$ cat src/rtl/mul_err_pkg.sv
// rtl/mul_err_pkg.sv - shared types and sizes for the exhaustive multiplier error sweep
package mul_err_pkg;

    localparam int OP_W    = 6;
    localparam int PROD_W  = 12;
    localparam int IDX_W   = 2 * OP_W;
    localparam int NUM_VEC = 4096;
    localparam int CNT_W   = 13;   // holds NUM_VEC itself
    localparam int SUM_W   = 24;   // holds NUM_VEC * (2^PROD_W - 1)

    typedef enum logic [1:0] {
        IDLE,
        SWEEP,
        DRAIN,
        DONE
    } state_t;

    function automatic logic [PROD_W-1:0] abs_diff(
        input logic [PROD_W-1:0] a,
        input logic [PROD_W-1:0] b
    );
        return (a >= b) ? (a - b) : (b - a);
    endfunction

endpackage

$ cat src/rtl/err_metric_acc.sv
// rtl/err_metric_acc.sv - accumulates error metrics from registered sweep results
//
// Ports:
//   clk, rst          clock, synchronous active-high reset
//   clear             zero all metrics (new sweep accepted)
//   valid             one result to fold in this edge
//   exact, approx     reference and DUT products
//   idx               vector index {op_b, op_a} of this result
//   err_count         mismatching vectors
//   max_err, sum_err  largest and total absolute error
//   first_err_idx/vld index of first mismatch and its capture flag
module err_metric_acc
    import mul_err_pkg::*;
(
    input  logic              clk,
    input  logic              rst,
    input  logic              clear,
    input  logic              valid,
    input  logic [PROD_W-1:0] exact,
    input  logic [PROD_W-1:0] approx,
    input  logic [IDX_W-1:0]  idx,
    output logic [CNT_W-1:0]  err_count,
    output logic [PROD_W-1:0] max_err,
    output logic [SUM_W-1:0]  sum_err,
    output logic [IDX_W-1:0]  first_err_idx,
    output logic              first_err_vld
);

    logic [PROD_W-1:0] diff;
    logic              mism;

    assign diff = abs_diff(exact, approx);
    assign mism = (exact != approx);

    always_ff @(posedge clk) begin
        if (rst || clear) begin
            err_count     <= '0;
            max_err       <= '0;
            sum_err       <= '0;
            first_err_idx <= '0;
            first_err_vld <= 1'b0;
        end else if (valid && mism) begin
            err_count <= err_count + 1'b1;
            sum_err   <= sum_err + SUM_W'(diff);
            if (diff > max_err) begin
                max_err <= diff;
            end
            // Only the earliest mismatch of a sweep is recorded.
            if (!first_err_vld) begin
                first_err_idx <= idx;
                first_err_vld <= 1'b1;
            end
        end
    end

endmodule

$ cat src/rtl/mul_err_sweep.sv
// rtl/mul_err_sweep.sv - drives all 4096 6x6 operand pairs into an external multiplier and scores its error
//
// Ports:
//   clk, rst          clock, synchronous active-high reset
//   start             begin a sweep (taken only in IDLE)
//   hold              freeze counter, pipeline and FSM
//   op_a, op_b        operands to the external multiplier (zero outside SWEEP)
//   dut_p             product returned combinationally by the multiplier
//   busy, done        SWEEP/DRAIN indicator, final-metrics strobe
//   err_count, max_err, sum_err, first_err_idx, first_err_vld  sweep metrics
module mul_err_sweep
    import mul_err_pkg::*;
(
    input  logic              clk,
    input  logic              rst,
    input  logic              start,
    input  logic              hold,
    output logic [OP_W-1:0]   op_a,
    output logic [OP_W-1:0]   op_b,
    input  logic [PROD_W-1:0] dut_p,
    output logic              busy,
    output logic              done,
    output logic [CNT_W-1:0]  err_count,
    output logic [PROD_W-1:0] max_err,
    output logic [SUM_W-1:0]  sum_err,
    output logic [IDX_W-1:0]  first_err_idx,
    output logic              first_err_vld
);

    state_t            state;
    logic [IDX_W-1:0]  idx;
    logic [PROD_W-1:0] exact_p;

    logic              s1_valid;
    logic [IDX_W-1:0]  s1_idx;
    logic [PROD_W-1:0] s1_exact;
    logic [PROD_W-1:0] s1_dut;

    logic              accept;

    // idx is held at zero outside SWEEP, so the operands need no extra gating.
    assign op_a    = idx[OP_W-1:0];
    assign op_b    = idx[IDX_W-1:OP_W];
    assign exact_p = PROD_W'(op_a) * PROD_W'(op_b);
    assign accept  = (state == IDLE) && start && !hold;

    always_ff @(posedge clk) begin
        if (rst) begin
            state    <= IDLE;
            idx      <= '0;
            busy     <= 1'b0;
            done     <= 1'b0;
            s1_valid <= 1'b0;
            s1_idx   <= '0;
            s1_exact <= '0;
            s1_dut   <= '0;
        end else if (!hold) begin
            s1_valid <= (state == SWEEP);
            s1_idx   <= idx;
            s1_exact <= exact_p;
            s1_dut   <= dut_p;
            case (state)
                IDLE: begin
                    if (start) begin
                        state <= SWEEP;
                        busy  <= 1'b1;
                    end
                end
                SWEEP: begin
                    // Last vector wraps idx back to zero for the idle operands.
                    idx <= idx + 1'b1;
                    if (idx == IDX_W'(NUM_VEC - 1)) begin
                        state <= DRAIN;
                    end
                end
                DRAIN: begin
                    // Final vector is folded in at this edge, so metrics are final next cycle.
                    state <= DONE;
                    busy  <= 1'b0;
                    done  <= 1'b1;
                end
                DONE: begin
                    state <= IDLE;
                    done  <= 1'b0;
                end
                default: begin
                    state <= IDLE;
                    busy  <= 1'b0;
                    done  <= 1'b0;
                end
            endcase
        end
    end

    err_metric_acc u_acc (
        .clk           (clk),
        .rst           (rst),
        .clear         (accept),
        .valid         (s1_valid && !hold),
        .exact         (s1_exact),
        .approx        (s1_dut),
        .idx           (s1_idx),
        .err_count     (err_count),
        .max_err       (max_err),
        .sum_err       (sum_err),
        .first_err_idx (first_err_idx),
        .first_err_vld (first_err_vld)
    );

endmodule

$ cat config.mk
export PLATFORM = sky130hd
export DESIGN_NAME = mul_err_sweep
export DESIGN_NICKNAME = d
export VERILOG_FILES = /design/src/rtl/mul_err_pkg.sv /design/src/rtl/err_metric_acc.sv /design/src/rtl/mul_err_sweep.sv
export SDC_FILE = /design/constraint.sdc
export NUM_CORES = 1
export LEC_CHECK = 0
export BUFFER_PORTS_ARGS = -buffer_cell sky130_fd_sc_hd__buf_2
export CORE_UTILIZATION = 30
export CTS_CLUSTER_DIAMETER = 50
export DETAILED_ROUTE_END_ITERATION = 10
export GPL_ROUTABILITY_DRIVEN = 0
export PLACE_DENSITY = 0.57
export SYNTH_ARGS = -nofsm -noshare
export SYNTH_HDL_FRONTEND = slang
export SYNTH_SLANG_ARGS = --single-unit
export TNS_END_PERCENT = 100
$ cat constraint.sdc
create_clock -name clk -period 4.71 [get_ports clk]
set_clock_uncertainty 0.15 [all_clocks]
set_input_delay 0.942 -clock clk [delete_from_list [all_inputs] [get_ports clk]]
set_output_delay 0.942 -clock clk [all_outputs]
set_load 0.01 [all_outputs]
# [After elaboration in Yosys (flattened, before gate mapping)]
# Index checks and enable logic that the tools add are counted.
[totals] regBits=115 inputBits=16 out_inout_bits=76 word_cells=52
[classes] n_addsub=5 n_mul=1 order_cmp=2 n_eq_ne=7 n_mux=7 bitwise_logic=2 n_reduce_logical=15
[ops] operator="$add A24 B12 Y24" count=1
[ops] operator="$sub A12 B12 Y12" count=2
[ops] operator="$add A13 B1 Y13 const B" count=1
[ops] operator="$add A12 B1 Y12 const B" count=1
[ops] operator="$eq A12 B12 Y1 const B" count=1
[ops] operator="$ge A12 B12 Y1" count=1
[ops] operator="$gt A12 B12 Y1" count=1
[ops] operator="$mul A6 B6 Y12" count=1
[ops] operator="$mux W12" count=1
[ops] operator="$ne A12 B12 Y1" count=1
[ops] operator="$pmux W2 S4" count=1
[ops] operator="$reduce_and A2 Y1" count=4
[ops] operator="$reduce_and A3 Y1" count=2
[ops] operator="$eq A2 B2 Y1 const B" count=2
[ops] operator="$logic_and A1 B1 Y1" count=4
[ops] operator="$mux W2" count=2
[ops] operator="$pmux W1 S2" count=2
[ops] operator="$reduce_bool A2 Y1" count=2
[ops] operator="$eq A2 B1 Y1 const B" count=1
[ops] operator="$logic_not A2 Y1" count=1
[ops] operator="$ne A2 B1 Y1 const B" count=1
[ops] operator="$ne A2 B2 Y1 const B" count=1
[ops] operator="$not A1 Y1" count=2
[ops] operator="$logic_not A1 Y1" count=1
[ops] operator="other kinds (2)" count=2

# [Logic depth before layout (Yosys ltp)]
[depth] depth_word=4 ltp_mapped=19 mapped_depth_nobuf=19

# [Modules after synthesis]
# A second synthesis with hierarchy kept.
[unflattened] hier_cells=928 hier_area_um2=7708.6
[modules_own_cells] mod="err_metric_acc" instances=1 cells_per_inst=570 area_per_inst_um2=4436.8 seq_area_each_um2=1241.2
[modules_own_cells] mod="mul_err_sweep" instances=1 cells_per_inst=358 area_per_inst_um2=3271.9 seq_area_each_um2=1061.0

# [Worst setup path after synthesis]
# OpenSTA, ideal clock, no wires.
[synth_timing] kind="register to register" from="reg s1_exact[0]" to="reg u_acc.sum_err[20]" setup_ns=0.128 arrival_time_ns=3.806 t_required_ns=4.432 setup_slack_ns=0.627 path_stages_with_launch=18 n_path_buf=0 synth_period_minus_slack_ns=4.083 cell_sequence="dfxtp_1 > inv_1 > ha_1 > inv_1 > fa_1 > a211oi_4 > o21ai_2 > a31oi_4 > nand2_4 > mux2_2 > fa_1 > a211oi_1 > o21bai_1 > a211oi_1 > o31ai_1 > nand4_1 > xor2_1 > nor2_1"
[synth_via] elab_chain_cells=3 word_cells_on_any_way=7 cone_classes="3 x add/sub; 1 x order compare; 1 x eq/ne; 1 x mux; 1 x reduce/logical"
[synth_lines] item="from (decl)" line="mul_err_sweep.sv:36" rtl="logic [PROD_W-1:0] s1_exact;"
[synth_lines] item="from (signal assigned)" line="mul_err_sweep.sv:60" rtl="s1_exact <= exact_p;"
[synth_lines] item="$sub A12 B12 Y12 / $ge A12 B12 Y1 (equally long branches)" line="mul_err_pkg.sv:22" rtl="return (a >= b) ? (a - b) : (b - a);"
[synth_lines] item="$mux W12 *" line="mul_err_pkg.sv:22"
[synth_lines] item="net u_acc.diff[1]" line="err_metric_acc.sv:29" rtl="logic [PROD_W-1:0] diff;"
[synth_lines] item="$add A24 B12 Y24 *" line="err_metric_acc.sv:44" rtl="sum_err <= sum_err + SUM_W'(diff);"
[synth_lines] item="to (signal assigned)" line="err_metric_acc.sv:44"
[synth_lines] item="to (decl)" line="err_metric_acc.sv:24" rtl="output logic [SUM_W-1:0] sum_err,"
# The timed path passes the listed nets; every way through them passes the cells marked *.
# A chain may end at the register's enable or synchronous reset.

# [Worst setup path in the final report]
[layout_timing] from="reg s1_exact[0]" to="reg u_acc.sum_err[15]"
# Same word-level chain as after synthesis.

==> impl_metrics.env <==
export IMPL_status="complete, no violations"
export IMPL_max_freq_mhz=227
export IMPL_grt_start_max_net_pins=55
export IMPL_detailedRoute_firstPassIterationCount=4
export IMPL_synth_largest_area_cell="dfxtp_1"
export IMPL_cts_made_buffers=17
export IMPL_die_area_mm2=0.0254
export IMPL_via_per_inst=4.65
export IMPL_ctsLongestPathBuffers=2
export IMPL_worst_setup_path_end_kind="flop"
export IMPL_gr_total_overflow=0
export IMPL_setup_worst_path_start_class="flop"
export IMPL_fin_crit_sh_pct=93.7
export IMPL_post_route_drc_count=0
export IMPL_grt_setup_unrepaired="true"
export IMPL_synthesis_area_mm2=0.00743
export IMPL_asyncSetResetFlopFracSynth_pct=0
export IMPL_ys_ff_latch=115
export IMPL_clock_root_buffer="clkbuf_16"
export IMPL_dp_hpwl_um=13500
export IMPL_final_util_pct=36.5
export IMPL_hold_buffers=0
export IMPL_antenna_violations_before_repair=0
export IMPL_drv_cap=0
export IMPL_placeableCoreArea_mm2=0.0243
export IMPL_clk_insertion_delay_late_ns=0.42
export IMPL_synth_top_area_share_pct=31.0
export IMPL_power_density_mw_per_mm2=321
export IMPL_initialDrtViolationCount=292
export IMPL_cp_required_ns=4.87
export IMPL_arrival_ns=4.57
export IMPL_crit_chain="inv_1 > ha_1 > inv_1 > fa_1 > a211oi_4 > o21ai_2 > a31oi_4 > nand2_4 > mux2_4 > xnor2_1 > inv_1 > ha_1 > nand4_1 > and3b_1 > a311oi_2 > nand3_1 > xor2_1 > nor2_1"
export IMPL_critPathSlowestCell="a311oi_2"
export IMPL_htree_levels=4
export IMPL_grtUsageTotal_pct=14.6
export IMPL_route_detailed_wl_per_inst_um=13.6
export IMPL_die_boundary_height_um=159
export IMPL_layout_nets=1077
export IMPL_mostFrequentLayoutCells="dfxtp_1, nor2_1, nand2_1"
export IMPL_io_buffer_count=91
export IMPL_critPathKind="flop to flop"
export IMPL_initial_core_util_pct=30.6
export IMPL_layout_min_cycle_time_ns=4.41
export IMPL_area_delta_synth_final_pct=19.6
export IMPL_slowest_delay_ns=0.45
export IMPL_die_width_um=159
export IMPL_via_count=6063
export IMPL_synth_cells=883
export IMPL_rows=57
export IMPL_antenna_cells=0
export IMPL_filler_cells=2517
export IMPL_dp_cells=1272
export IMPL_vdd_drop_max_mv=0.192
export IMPL_avgSynthCellArea_um2=8.42
export IMPL_synth_warnings=0
export IMPL_holdCritPathClass="flop to flop"
export IMPL_fin_hold_ws_ns=0.302
export IMPL_clk_transition_reported_paths_ns=0.06
export IMPL_finalSetupViolations=0
export IMPL_synthDistinctLibCells=60
export IMPL_first_global_vias=6104
export IMPL_finish_cell_count_without_fillers=1305
export IMPL_netlist_top_cells_area="dfxtp_1, ha_1, a21oi_1, fa_1, nor2_1"
export IMPL_worst_path_most_repeated_cell="inv_1"
export IMPL_mostFrequentLayoutCell="dfxtp_1"
export IMPL_total_leakage_power_nw=3.94
export IMPL_ys_dominant_reg_cell="dfxtp_1"
export IMPL_mappedNetlistNets=992
export IMPL_worstPathMaxFanout=9
export IMPL_ios=92
export IMPL_report_final_hold_viol_count=0
export IMPL_sequential_to_total_area_share_from_yosys_stat_pct=31.0
export IMPL_cts_setup_buffers=0
export IMPL_grt_first_pass_wirelength_um=30200
export IMPL_ant_nets=0
export IMPL_post_route_cells_drive_above_1_share_pct=16.6
export IMPL_slew_viol_final=0
export IMPL_tritoncts_num_sinks=115
export IMPL_timing_worst_slew_pin_value_ns=0.820
export IMPL_slew_headroom_pct=45.1
export IMPL_tritoncts_clock_tree="built"
export IMPL_routed_wl_um=17800
export IMPL_synth_edf_count=0
## synthesized netlist by cell type (3+ instances only)
| master | n |
|---|---|
| mux2i_1 | 36 |
| fa_1 | 20 |
| buf_1 | 8 |
| buf_6 | 4 |
| dfxtp_1 | 115 |
| nand4_1 | 13 |
| o21bai_1 | 7 |
| a211oi_2 | 3 |
| and2_1 | 22 |
| nand2b_1 | 3 |
| nand3_1 | 23 |
| inv_1 | 74 |
| a211oi_1 | 11 |
| buf_2 | 7 |
| a21o_1 | 8 |
| a21oi_1 | 80 |
| xor2_1 | 34 |
| and3_1 | 6 |
| nand2_1 | 96 |
| o21ai_0 | 33 |
| clkbuf_1 | 23 |
| ha_1 | 73 |
| xnor2_1 | 24 |
| nor2_1 | 102 |
| nor3_1 | 6 |
| nor2b_1 | 8 |
## final cells by class
cell class,instances,area [µm²],area share (%)
multi-input combinational,650,4690,52.7
tap,324,405,4.56
inverter,76,285,3.21
clock inverter,12,179,2.01
timing repair buffer,108,583,6.56
sequential,115,2300,25.9
clock buffer,20,447,5.03
## logic make-up after synthesis
group,after synthesis,share of synthesized area (%)
compound gates,168,14.8
fa+ha+maj,93,17.7
flops,115,31.0
simple gates,292,18.0
mux,38,5.20
buf+inv,119,6.55
xor+xnor,58,6.84
## per-stage QoR
| step | cell area [µm²] | setup TNS [ns] | setup slack [ns] | power (W) |
|---|---|---|---|---|
| floorplan | 7430 | 0 | 0.627 | 0.00137 |
| global placement | 8220 | 0 | 0.265 | 0.00148 |
| detailed placement | 8220 | 0 | 0.190 | 0.00148 |
| CTS | 8840 | 0 | 0.176 | 0.00288 |
| global route | 8890 | -0.168 | -0.0366 | 0.00299 |
| finish | 8890 | 0 | 0.297 | 0.00286 |
## worst paths after layout
| kind | startpoint | endpoint | slack, ns | cells after the start |
|---|---|---|---|---|
| hold / removal | u_acc.first_err_idx[3] | u_acc.first_err_idx[3] | 0.30 | 2 |
| setup / recovery | s1_exact[0] | u_acc.sum_err[15] | 0.30 | 18 |
| setup reg to reg | s1_exact[0] | u_acc.sum_err[15] | 0.30 | 18 |
| hold reg to reg | u_acc.first_err_idx[3] | u_acc.first_err_idx[3] | 0.30 | 2 |
## power breakdown
| part | internal (W) | switching, W | leakage, nW |
|---|---|---|---|
| combinational | 0.000178 | 0.000293 | 2.71 |
| clock | 0.000899 | 0.000483 | 0.297 |
| sequential | 0.000989 | 0.0000132 | 0.930 |
| total | 0.00207 | 0.000790 | 3.94 |
## critical path: cells and delay by family (launching register included)
kind                     cells  cell delay, ns
XOR/XNOR                     2            0.41
AND/OR/NAND/NOR              5            0.76
multiplexers                 1            0.33
buffers and inverters        3            0.22
adder cells (fa/ha/maj)      3            0.94
flip-flops                   1            0.32
AO/OA/AOI/OAI                4            1.16
## routing by layer
| layer | wire length, µm | vias up | track usage (%) | share of wire (%) |
|---|---|---|---|---|
| met5 | 0 | - | 0 | 0 |
| met4 | 174 | 0 | 4.20 | 0.98 |
| met3 | 635 | 13 | 3.20 | 3.6 |
| met2 | 8420 | 94 | 24.9 | 47 |
| met1 | 8550 | 2820 | 18.6 | 48 |
| li1 | - | 3136 | - | - |
## sequential cells by signal (all words and copies together), names as in the netlist
register and count:
busy 1, done 1, idx 12, s1_dut 12, s1_exact 12, s1_idx 12, s1_valid 1, state 2
u_acc.err_count 13, u_acc.first_err_idx 12, u_acc.first_err_vld 1, u_acc.max_err 12, u_acc.sum_err 24
## what timing repair did
action	in CTS	in global routing
setup endpoints to repair	0	15
hold endpoints to repair	0	0
gates resized for setup	0	4
(Power assumes the default switching activity.)
